**config.mk**
```make
export PLATFORM = sky130hd
export DESIGN_NAME = axi_channel_regs
export DESIGN_NICKNAME = d
export VERILOG_FILES = /design/src/rtl/axi_channel_pkg.sv /design/src/rtl/axi_channel_regs_slice.sv /design/src/rtl/axi_channel_regs.sv
export SDC_FILE = /design/constraint.sdc
export NUM_CORES = 1
export LEC_CHECK = 0
export ABC_AREA = 1
export CAP_MARGIN = 5
export CELL_PAD_IN_SITES_DETAIL_PLACEMENT = 0
export CELL_PAD_IN_SITES_GLOBAL_PLACEMENT = 1
export CORE_ASPECT_RATIO = 1.5
export CORE_UTILIZATION = 38
export CTS_CLUSTER_DIAMETER = 60
export DETAILED_ROUTE_END_ITERATION = 7
export PLACE_DENSITY = 0.88
export SYNTH_ARGS = -nofsm -noshare
export SYNTH_HDL_FRONTEND = slang
export SYNTH_SLANG_ARGS = --single-unit
```
**constraint.sdc**
```tcl
create_clock -name aclk -period 4.7 [get_ports aclk]
set_clock_uncertainty 0.15 [all_clocks]
set_input_delay 0.47 -clock aclk [delete_from_list [all_inputs] [get_ports aclk]]
set_output_delay 0.47 -clock aclk [all_outputs]
set_load 0.01 [all_outputs]
```
**src/rtl/axi_channel_pkg.sv**
```systemverilog
// Register map, bit positions, response codes and FSM encodings for axi_channel_regs.
// No logic here; latency and backpressure are defined by the modules that import it.
package axi_channel_pkg;

    localparam logic [3:0] OFF_CONTROL  = 4'h0;
    localparam logic [3:0] OFF_STATUS   = 4'h4;
    localparam logic [3:0] OFF_DMA_ADDR = 4'h8;
    localparam logic [3:0] OFF_IRQ_EN   = 4'hC;

    typedef enum logic [1:0] {
        SEL_CONTROL  = OFF_CONTROL[3:2],
        SEL_STATUS   = OFF_STATUS[3:2],
        SEL_DMA_ADDR = OFF_DMA_ADDR[3:2],
        SEL_IRQ_EN   = OFF_IRQ_EN[3:2]
    } reg_sel_e;

    localparam int CTRL_RESET_BIT  = 0;
    localparam int CTRL_START_BIT  = 1;
    localparam int STAT_ACTIVE_BIT = 1;
    localparam int STAT_DONE_BIT   = 2;
    localparam int STAT_ERR_BIT    = 3;
    localparam int IRQ_DONE_BIT    = 0;
    localparam int IRQ_ERR_BIT     = 1;

    localparam logic [1:0] RESP_OKAY   = 2'b00;
    localparam logic [1:0] RESP_SLVERR = 2'b10;

    typedef enum logic [1:0] {RD_IDLE, RD_RESP, RD_RECOVER} rd_state_e;
    typedef enum logic [2:0] {WR_IDLE, WR_AW, WR_W, WR_COMMIT, WR_RESP} wr_state_e;

    // Word index within a channel window; byte-offset bits [1:0] never reach here.
    function automatic reg_sel_e reg_sel(input logic [1:0] word_idx);
        return reg_sel_e'(word_idx);
    endfunction

endpackage

```
**src/rtl/axi_channel_regs_slice.sv**
```systemverilog
// One channel's CONTROL/STATUS/DMA_ADDR/IRQ_EN storage with start/reset strobes and W1C flags.
// Latency: writes land on the edge wr_en is high, strobes last one cycle; reads are combinational; no backpressure.
module axi_channel_regs_slice
    import axi_channel_pkg::*;
(
    input  logic        aclk,
    input  logic        aresetn,
    input  logic        wr_en,
    input  reg_sel_e    wr_sel,
    input  logic [31:0] wr_data,
    input  logic [3:0]  wr_strb,
    input  reg_sel_e    rd_sel,
    output logic [31:0] rd_data,
    input  logic        ch_active,
    output logic [7:0]  ch_address,
    output logic [7:0]  ch_command,
    output logic [7:0]  ch_count,
    output logic        ch_start,
    output logic        ch_reset,
    output logic [31:0] dma_addr,
    output logic        irq_req
);

    logic       wr_ctrl, wr_stat, wr_dma, wr_irqen;
    logic       start_req, start_err_set, done_set, w1c_done, w1c_err;
    logic       act_q, done_q, err_q;
    logic [1:0] irq_en_q;

    assign wr_ctrl  = wr_en && (wr_sel == SEL_CONTROL);
    assign wr_stat  = wr_en && (wr_sel == SEL_STATUS);
    assign wr_dma   = wr_en && (wr_sel == SEL_DMA_ADDR);
    assign wr_irqen = wr_en && (wr_sel == SEL_IRQ_EN);

    // A start is refused while the engine is busy or a strobe is still in flight.
    assign start_req     = wr_ctrl && wr_strb[0] && wr_data[CTRL_START_BIT];
    assign start_err_set = start_req && (ch_active || ch_start);
    assign done_set      = act_q && !ch_active;
    assign w1c_done      = wr_stat && wr_strb[0] && wr_data[STAT_DONE_BIT];
    assign w1c_err       = wr_stat && wr_strb[0] && wr_data[STAT_ERR_BIT];

    always_ff @(posedge aclk) begin
        if (!aresetn) begin
            ch_address <= '0;
            ch_command <= '0;
            ch_count   <= '0;
            ch_start   <= 1'b0;
            ch_reset   <= 1'b1;
            dma_addr   <= '0;
            irq_en_q   <= '0;
            act_q      <= 1'b0;
            done_q     <= 1'b0;
            err_q      <= 1'b0;
        end else begin
            if (wr_ctrl && wr_strb[3]) ch_address <= wr_data[31:24];
            if (wr_ctrl && wr_strb[2]) ch_command <= wr_data[23:16];
            if (wr_ctrl && wr_strb[1]) ch_count   <= wr_data[15:8];
            ch_start <= start_req && !start_err_set;
            ch_reset <= wr_ctrl && wr_strb[0] && wr_data[CTRL_RESET_BIT];
            for (int b = 0; b < 4; b++) begin
                if (wr_dma && wr_strb[b]) dma_addr[8*b +: 8] <= wr_data[8*b +: 8];
            end
            if (wr_irqen && wr_strb[0]) begin
                irq_en_q[IRQ_DONE_BIT] <= wr_data[IRQ_DONE_BIT];
                irq_en_q[IRQ_ERR_BIT]  <= wr_data[IRQ_ERR_BIT];
            end
            act_q  <= ch_active;
            // Hardware set beats a simultaneous write-one-to-clear.
            done_q <= done_set || (done_q && !w1c_done);
            err_q  <= start_err_set || (err_q && !w1c_err);
        end
    end

    assign irq_req = (done_q && irq_en_q[IRQ_DONE_BIT]) || (err_q && irq_en_q[IRQ_ERR_BIT]);

    always_comb begin
        rd_data = '0;
        case (rd_sel)
            SEL_CONTROL: begin
                rd_data[31:8]           = {ch_address, ch_command, ch_count};
                rd_data[CTRL_START_BIT] = ch_start || ch_active;
            end
            SEL_STATUS: begin
                rd_data[STAT_ACTIVE_BIT] = ch_active;
                rd_data[STAT_DONE_BIT]   = done_q;
                rd_data[STAT_ERR_BIT]    = err_q;
            end
            SEL_DMA_ADDR: rd_data = dma_addr;
            SEL_IRQ_EN:   rd_data[1:0] = irq_en_q;
            default:      rd_data = '0;
        endcase
    end

endmodule

```
**src/rtl/axi_channel_regs.sv**
```systemverilog
// AXI4-Lite slave fronting NUM_CHANNELS channel register slices, with registered irq.
// Latency: rvalid 1 cycle after AR, bvalid 2 cycles after last of AW/W; one outstanding read and write, ready held low until response retires.
module axi_channel_regs
    import axi_channel_pkg::*;
#(
    parameter int NUM_CHANNELS = 2,
    parameter int ADDR_WIDTH   = 8
) (
    input  logic                      aclk,
    input  logic                      aresetn,
    input  logic [ADDR_WIDTH-1:0]     s_axi_araddr,
    input  logic                      s_axi_arvalid,
    output logic                      s_axi_arready,
    output logic [31:0]               s_axi_rdata,
    output logic [1:0]                s_axi_rresp,
    output logic                      s_axi_rvalid,
    input  logic                      s_axi_rready,
    input  logic [ADDR_WIDTH-1:0]     s_axi_awaddr,
    input  logic                      s_axi_awvalid,
    output logic                      s_axi_awready,
    input  logic [31:0]               s_axi_wdata,
    input  logic [3:0]                s_axi_wstrb,
    input  logic                      s_axi_wvalid,
    output logic                      s_axi_wready,
    output logic [1:0]                s_axi_bresp,
    output logic                      s_axi_bvalid,
    input  logic                      s_axi_bready,
    output logic [8*NUM_CHANNELS-1:0] ch_address,
    output logic [8*NUM_CHANNELS-1:0] ch_command,
    output logic [8*NUM_CHANNELS-1:0] ch_count,
    output logic [NUM_CHANNELS-1:0]   ch_start,
    output logic [NUM_CHANNELS-1:0]   ch_reset,
    input  logic [NUM_CHANNELS-1:0]   ch_active,
    output logic [32*NUM_CHANNELS-1:0] dma_addr,
    output logic                      irq
);

    localparam int IDX_W = ADDR_WIDTH - 4;

    rd_state_e               rd_state, rd_next;
    wr_state_e               wr_state, wr_next;
    logic                    ar_hs, aw_hs, w_hs, wr_commit;
    logic [ADDR_WIDTH-1:2]   awaddr_q;
    logic [31:0]             wdata_q;
    logic [3:0]              wstrb_q;
    logic [IDX_W-1:0]        rd_idx, wr_idx;
    logic                    rd_ok, wr_ok;
    logic [31:0]             rd_mux;
    logic [31:0]             slice_rdata [NUM_CHANNELS];
    logic [NUM_CHANNELS-1:0] slice_irq;
    logic                    unused_addr_lsbs;

    assign unused_addr_lsbs = ^{s_axi_araddr[1:0], s_axi_awaddr[1:0]};
    assign rd_idx = s_axi_araddr[ADDR_WIDTH-1:4];
    assign wr_idx = awaddr_q[ADDR_WIDTH-1:4];
    assign rd_ok  = 32'(rd_idx) < NUM_CHANNELS;
    assign wr_ok  = 32'(wr_idx) < NUM_CHANNELS;
    assign ar_hs  = s_axi_arvalid && s_axi_arready;
    assign aw_hs  = s_axi_awvalid && s_axi_awready;
    assign w_hs   = s_axi_wvalid && s_axi_wready;

    always_ff @(posedge aclk) begin
        if (!aresetn) rd_state <= RD_IDLE;
        else          rd_state <= rd_next;
    end

    // RECOVER holds arready low for one extra cycle after the R beat retires.
    always_comb begin
        rd_next = rd_state;
        case (rd_state)
            RD_IDLE: if (s_axi_arvalid) rd_next = RD_RESP;
            RD_RESP: if (s_axi_rready)  rd_next = RD_RECOVER;
            default: rd_next = RD_IDLE;
        endcase
    end

    always_comb begin
        s_axi_arready = (rd_state == RD_IDLE);
        s_axi_rvalid  = (rd_state == RD_RESP);
    end

    always_comb begin
        rd_mux = '0;
        for (int i = 0; i < NUM_CHANNELS; i++) begin
            if (32'(rd_idx) == i) rd_mux = slice_rdata[i];
        end
    end

    // Captured at accept time, so a same-cycle write is not yet visible.
    always_ff @(posedge aclk) begin
        if (!aresetn) begin
            s_axi_rdata <= '0;
            s_axi_rresp <= RESP_OKAY;
        end else if (ar_hs) begin
            s_axi_rdata <= rd_ok ? rd_mux : 32'h0;
            s_axi_rresp <= rd_ok ? RESP_OKAY : RESP_SLVERR;
        end
    end

    always_ff @(posedge aclk) begin
        if (!aresetn) wr_state <= WR_IDLE;
        else          wr_state <= wr_next;
    end

    always_comb begin
        wr_next = wr_state;
        case (wr_state)
            WR_IDLE: begin
                if (aw_hs && w_hs) wr_next = WR_COMMIT;
                else if (aw_hs)    wr_next = WR_AW;
                else if (w_hs)     wr_next = WR_W;
            end
            WR_AW:     if (w_hs)  wr_next = WR_COMMIT;
            WR_W:      if (aw_hs) wr_next = WR_COMMIT;
            WR_COMMIT: wr_next = WR_RESP;
            default:   if (s_axi_bready) wr_next = WR_IDLE;
        endcase
    end

    always_comb begin
        s_axi_awready = (wr_state == WR_IDLE) || (wr_state == WR_W);
        s_axi_wready  = (wr_state == WR_IDLE) || (wr_state == WR_AW);
        s_axi_bvalid  = (wr_state == WR_RESP);
        wr_commit     = (wr_state == WR_COMMIT);
    end

    always_ff @(posedge aclk) begin
        if (!aresetn) begin
            awaddr_q    <= '0;
            wdata_q     <= '0;
            wstrb_q     <= '0;
            s_axi_bresp <= RESP_OKAY;
            irq         <= 1'b0;
        end else begin
            if (aw_hs) awaddr_q <= s_axi_awaddr[ADDR_WIDTH-1:2];
            if (w_hs) begin
                wdata_q <= s_axi_wdata;
                wstrb_q <= s_axi_wstrb;
            end
            if (wr_commit) s_axi_bresp <= wr_ok ? RESP_OKAY : RESP_SLVERR;
            irq <= |slice_irq;
        end
    end

    for (genvar g = 0; g < NUM_CHANNELS; g++) begin : g_ch
        axi_channel_regs_slice u_slice (
            .aclk       (aclk),
            .aresetn    (aresetn),
            .wr_en      (wr_commit && wr_ok && (32'(wr_idx) == g)),
            .wr_sel     (reg_sel(awaddr_q[3:2])),
            .wr_data    (wdata_q),
            .wr_strb    (wstrb_q),
            .rd_sel     (reg_sel(s_axi_araddr[3:2])),
            .rd_data    (slice_rdata[g]),
            .ch_active  (ch_active[g]),
            .ch_address (ch_address[8*g +: 8]),
            .ch_command (ch_command[8*g +: 8]),
            .ch_count   (ch_count[8*g +: 8]),
            .ch_start   (ch_start[g]),
            .ch_reset   (ch_reset[g]),
            .dma_addr   (dma_addr[32*g +: 32]),
            .irq_req    (slice_irq[g])
        );
    end

endmodule

```
==> out/metrics.cfg, run 1 <==
[status]
status = finished clean

[timing]
slew_viol_final = 0
period_minus_slack_ps = 2680
rsz0062_at_grt = false
setup_violations = 0
slew_headroom_pct = 25.4
hold_slack_ps = 305
fin_crit_sh_pct = 56.9
worstMarginPinSlew_ps = 1120
max_freq_ghz = 0.374
hold_violations = 0
tns_ps = 0
fin_ws_ps = 2020

[hold_path]
min_path_type = flop to flop

[logic_synthesis]
synth_top_area_share_pct = 44.0
yosys.cell_types.count = 30
ys_ff_latch = 208
seq_area_frac_synth_pct = 44.0
synth.most_common_cell = nand2_1
synth_top_area_cell = dfxtp_1
avgSynthCellArea_sq_um = 6.70
ys_top_cells_by_area = dfxtp_1 (44%), nand2_1 (15%), nor2_1 (14%)
synth.top_cells.by_count = nand2_1 (387), nor2_1 (359), dfxtp_1 (208), inv_1 (163), o21ai_0 (64)
syn_inst = 1412
syn_area_sq_mm = 0.00946
synth-edff-count = 0
ys_warn_count = 0
synth_ff_type = dfxtp_1
async_flop_share_pct = 0

[placed_design]
gp_congestion = 0.803
place_ws_ps = 1490
port_buffers = 212
dpl.hpwl_mm = 18.8

[setup_path]
critPathRequiredTime_ps = 4990
path_max_fanout = 26
worstPathArrival_ps = 2960
worstSetupStartpointType = primary input
path_class = primary input to flop
endpoint_kind = flop

[clocking]
htreeDepth = 1
post_cts_buffers = 0
clk_pin_slew_worst_paths_ps = 60
cts_tree = done
cts.root.buffer_cell = clkbuf_16
cts_resized = 0
clockBufferDepth = 3
clk_latency_ps = 500
cts_sinks = 208
cts_buffers = 21
hold_buffers = 0

[routing]
initialDrtViolationCount = 429
wl_per_cell_um = 15.0
routed_wl_mm = 28.7
ant_nets = 0
drc = 0
firstDrtPassIters = 5
vias_per_cell = 4.67
vias = 8958

[global_route]
grt_start_max_net_pins = 98
track_usage_pct = 22.6
grt-ovfl-total = 0
grt_pass1_vias = 8449
antenna_found_initial = 1
grt_pass1_wl_mm = 44.5

[pwr]
p_total_uw = 4410
leakagePower_uw = 0.00577
ir_drop_mv = 0.222
p_per_area_mw_per_mm2 = 360

[floorplanning]
core_sq_mm = 0.0244
die_h_um = 195
initial_core_util_pct = 38.7
io_pins = 219
rows = 70
die_area_sq_mm = 0.0255
die_w_um = 131

[cells_and_area]
drive_above_1_share_pct = 3.89
syn_to_final_growth_pct = 29.3
final_nets = 1646

[job]
cap_viol_max_count = 0

[report_power, final]
| part | total [uW] | internal [uW] | switching, uW |
|---|---|---|---|
| Sequential | 2100 | 1910 | 188 |
| Clock | 1600 | 909 | 692 |
| Combinational | 711 | 250 | 461 |
| Total | 4410 | 3070 | 1340 |
[critical path, cell delays in order]
cell	delay, ps
clkdlybuf4s50_1	490
inv_1	140
ha_1	550
inv_1	380
buf_4	340
o21ai_0	190
nand2_1	70
nand2_1	100
nand2_1	60
a21oi_1	130
[path summary, 6_finish.rpt]
check | slack (ps) | cells after the start | start | to
setup / recovery | 2020 | 10 | s_axi_araddr[3] | s_axi_rdata[11]$_SDFFE_PN0P_
hold / removal | 310 | 2 | awaddr_q[5]$_SDFFE_PN0P_ | awaddr_q[5]$_SDFFE_PN0P_
setup reg to reg | 2190 | 6 | wr_state[1]$_SDFFE_PN0P_ | g_ch[1].u_slice.ch_address[1]$_SDFFE_PN0P_
hold reg to reg | 310 | 2 | awaddr_q[5]$_SDFFE_PN0P_ | awaddr_q[5]$_SDFFE_PN0P_
[stage by stage]
| stage | cell area, sq um | std cells | utilization, % |
|---|---|---|---|
| global route | 12200 | 1917 | 50.1 |
| finish | 12200 | 1917 | 50.1 |
| CTS | 12200 | 1916 | 50.1 |
| detailed placement | 11600 | 1881 | 47.5 |
| global placement | 11600 | 1881 | 47.5 |
| floorplan | 9470 | 1413 | - |
[logic make-up (layout without fill, tap and decap cells)]
kind of cell,Yosys count,count (layout),synth area share (%)
AO/OA/AOI/OAI,134,134,7.56
adder cells (fa/ha/maj),5,5,0.661
buffers and inverters,243,422,11.4
flip-flops,208,208,44.0
other,1,3,0.0396
AND/OR/NAND/NOR,821,821,36.3
[metal layers]
metal	vias to the layer above	share of wire, %	GRT usage, %
met5	-	0	0
met2	220	51	41.3
met3	42	4.6	2.88
met1	4061	42	26.9
li1	4635	-	-
met4	0	2.3	6.98
[area by class of cell]
type	count	area, sq um
Inverter	166	623
Multi-Input combinational cell	962	4220
Clock inverter	6	58.8
Fill cell	2445	12200
Timing Repair Buffer	221	2190
Sequential cell	208	4160
Clock buffer	29	576
Antenna cell	1	2.50
Tap cell	324	405
[registers in the layout (all words and copies together), names as in the netlist, 3 cells and up]
signal                   cells
g_ch.u_slice.dma_addr       64
s_axi_rdata                 32
wdata_q                     32
g_ch.u_slice.ch_address     16
g_ch.u_slice.ch_command     16
g_ch.u_slice.ch_count       16
awaddr_q                     6
g_ch.u_slice.irq_en_q        4
wstrb_q                      4
wr_state                     3
[placed cells by master, fill, tap and decap left out, types with 4 or more instances in the layout]
master             n
clkbuf_1           6
dfxtp_1          208
o21ai_0           64
nand2_1          386
nand4_4           11
o22ai_1           33
buf_4             10
nor2_1           359
clkinv_2           4
clkbuf_16         21
clkdlybuf4s50_1  211
a21oi_1           35
nand3_1           44
nand4_1            5
inv_1            162
ha_1               5
No activity file was read; power rests on OpenSTA's default activity.
==> run 2: changes to the inputs <==
--- a/config.mk
+++ b/config.mk
@@ -10,10 +10,10 @@
 export CELL_PAD_IN_SITES_DETAIL_PLACEMENT = 0
 export CELL_PAD_IN_SITES_GLOBAL_PLACEMENT = 1
 export CORE_ASPECT_RATIO = 1.5
-export CORE_UTILIZATION = 38
+export CORE_UTILIZATION = 32
 export CTS_CLUSTER_DIAMETER = 60
 export DETAILED_ROUTE_END_ITERATION = 7
-export PLACE_DENSITY = 0.88
+export PLACE_DENSITY = 0.79
 export SYNTH_ARGS = -nofsm -noshare
 export SYNTH_HDL_FRONTEND = slang
 export SYNTH_SLANG_ARGS = --single-unit
==> constraint.sdc (replaced) <==
create_clock -name aclk -period 2.2 [get_ports aclk]
set_clock_uncertainty 0.15 [all_clocks]
set_input_delay 0.22 -clock aclk [delete_from_list [all_inputs] [get_ports aclk]]
set_output_delay 0.22 -clock aclk [all_outputs]
set_load 0.01 [all_outputs]
==> run 2 against run 1 <==
Net effect: wire length increased by 7.0%; final cell count increased by 4.9%; sequential cell count unchanged; setup slack got worse by 1900 ps; critical endpoint is now s_axi_bvalid; count of clock-buffer cells in the layout increased by 5; register-to-register slack got worse by 1900 ps; global-route usage decreased by 2.3 points.
==> out/metrics.cfg, run 2 (synthesized netlist as in run 1, its figures left out) <==
[status]
status = finished clean

[timing]
worstMarginPinSlew_ps = 922  ; -196 ps
rsz0062_at_grt = false
tns_ps = 0  ; unchanged
slew_viol_final = 0  ; unchanged
fin_crit_sh_pct = 93.4
slew_headroom_pct = 38.5  ; +13 points
hold_violations = 0  ; unchanged
hold_slack_ps = 120  ; -185 ps
max_freq_ghz = 0.487
period_minus_slack_ps = 2050
setup_violations = 0  ; unchanged

[setup_path]
path_cells = inv_2 > nor3_1 > clkdlybuf4s50_1
worstPathArrival_ps = 1680  ; -1280 ps
crit_path_max_incr_delay_ps = 560  ; about the same
worstSetupStartpointType = flop
critPathSlowestCell = clkdlybuf4s50_1
critPathRequiredTime_ps = 1830  ; -3160 ps
endpoint_kind = output pin
path_max_fanout = 5  ; -81%
path_class = flop to output pin

[global_route]
grt_pass1_wl_mm = 47.3  ; +6.3%
track_usage_pct = 20.4  ; -2.3 points
grt_start_max_net_pins = 72  ; -27%
antenna_found_initial = 0  ; -1
grt_pass1_vias = 8580  ; +1.6%
grt-ovfl-total = 0  ; unchanged

[floorplanning]
io_pins = 219  ; unchanged
rows = 76  ; +8.6%
core_sq_mm = 0.0289  ; +18%
initial_core_util_pct = 32.7  ; -6.0 points
die_h_um = 213  ; +8.9%
die_w_um = 142  ; +8.8%
die_area_sq_mm = 0.0303  ; +19%

[clocking]
clk_latency_ps = 510  ; about the same
clk_pin_slew_worst_paths_ps = 60  ; about the same
htreeDepth = 1  ; unchanged
cts.root.buffer_cell = clkbuf_16
cts_sinks = 208  ; unchanged
cts_buffers = 24  ; +14%
cts_tree = done
clockBufferDepth = 3  ; unchanged

[pwr]
power.internal_uw = 7120  ; +130%
clockPowerShare_pct = 39.8  ; +3.5 points
p_seq_share_pct = 44.2  ; -3.3 points
ir_drop_mv = 0.429  ; +93%
sw_frac_of_total_pct = 30.0  ; -0.41 points
pwr-share-comb_pct = 16.0  ; about the same
leakagePower_uw = 0.00601  ; +4.1%
power.switching_uw = 3050  ; +130%
p_per_area_mw_per_mm2 = 795  ; +120%

[cells_and_area]
layout_common_cells = nand2_1 (385), nor2_1 (359), clkdlybuf4s50_1 (210)
syn_to_final_growth_pct = 35.2
insertedDiodeCount = 0  ; -1
drive_above_1_share_pct = 5.92  ; +2.0 points
final_nets = 1672  ; +1.6%
largest_reg_flops = 64  ; unchanged
layout_commonest_cell = nand2_1
regMostFlops = g_ch.u_slice.dma_addr
largestRegisters = g_ch.u_slice.dma_addr (64), s_axi_rdata (32), wdata_q (32)

[job]
cap_viol_max_count = 0  ; unchanged

[routing]
ant_nets = 0  ; unchanged
wl_per_cell_um = 15.3  ; +2.0%
initialDrtViolationCount = 393  ; -8.4%
vias = 9101  ; +1.6%
vias_per_cell = 4.53  ; -3.2%
drc = 0  ; unchanged
firstDrtPassIters = 5  ; unchanged
routed_wl_mm = 30.7  ; +7.0%

[placed_design]
port_buffers = 212  ; unchanged
gp_congestion = 0.794  ; -1.0%
dpl.hpwl_mm = 20.6  ; +9.4%

[hold_path]
min_path_type = primary input to flop

run 2: cell count changes in the layout (fill, tap and decap cells not counted), moves of 2 or more:
cell	change
buf_12	+9
buf_4	+13
clkbuf_16	+4
clkbuf_8	+2
dfxtp_1	-2
dfxtp_2	+2
run 2: stage by stage:
step | setup slack [ps] | area, sq um | total power, uW | instances | utilization, %
final | 145 | 12800 | 10200 | 2011 | 44.2
after global routing | 62.4 | 12800 | 10700 | 2011 | 44.2
after CTS | 8.77 | 12800 | 10300 | 2011 | 44.2
after detailed placement | -15.4 | 12000 | 6210 | 1969 | 41.4
after global placement | 26.2 | 12000 | 6180 | 1969 | 41.4
after floorplan | 552 | 9470 | 5500 | 1413 | -
run 2: routing by layer:
| layer | wire (um) | vias to the layer above | part of all wire [%] | global-route usage (%) |
|---|---|---|---|---|
| met5 | 0 | - | 0 | 0 |
| met4 | 585 | 0 | 1.9 | 5.15 |
| met3 | 1440 | 34 | 4.7 | 2.48 |
| met2 | 15100 | 216 | 49 | 36.4 |
| met1 | 13500 | 4156 | 44 | 25.6 |
| li1 | - | 4695 | - | - |
run 2: repair_timing:
action,4_1_cts,5_1_grt
setup buffers,0,0
resized for setup,5,3
endpoints found under the hold margin,19,0
setup endpoints to repair,1,9
hold buffers,1,0
run 2: cell type report:
cell class | count | area (sq um)
fill | 3071 | 16100
multi-input combinational | 962 | 4240
sequential | 208 | 4170
timing repair buffer | 244 | 2480
clock buffer | 34 | 699
inverter | 166 | 623
tap | 390 | 488
clock inverter | 7 | 92.6
run 2: power by group through the flow:
stage / combinational [uW] / clock [uW] / sequential (uW)
floorplan: 1040 / 0 / 4460
global placement: 1610 / 0 / 4560
detailed placement: 1640 / 0 / 4570
CTS: 1650 / 4160 / 4500
global route: 1820 / 4290 / 4560
finish: 1620 / 4050 / 4500
run 2: path summary, 6_finish.rpt:
check                                                      start                                   endpoint  slack (ps)  depth (start not counted)
worst max register to register          wr_state[0]$_SDFFE_PN0P_  g_ch[0].u_slice.dma_addr[20]$_SDFFE_PN0P_         250                          5
worst min register to register  g_ch[0].u_slice.act_q$_SDFF_PN0_          g_ch[0].u_slice.done_q$_SDFF_PN0_         300                          2
worst min-delay path                                s_axi_rready                   rd_state[1]$_SDFFE_PN0P_         120                          3
worst max-delay path                    wr_state[2]$_SDFFE_PN0P_                               s_axi_bvalid         150                          3
run 2: worst max-delay path: cells and delay by family, from the launching register on:
| family | cells | cell delay [ps] |
|---|---|---|
| buffers and inverters | 2 | 650 |
| AND/OR/NAND/NOR | 1 | 150 |
| flip-flops | 1 | 380 |
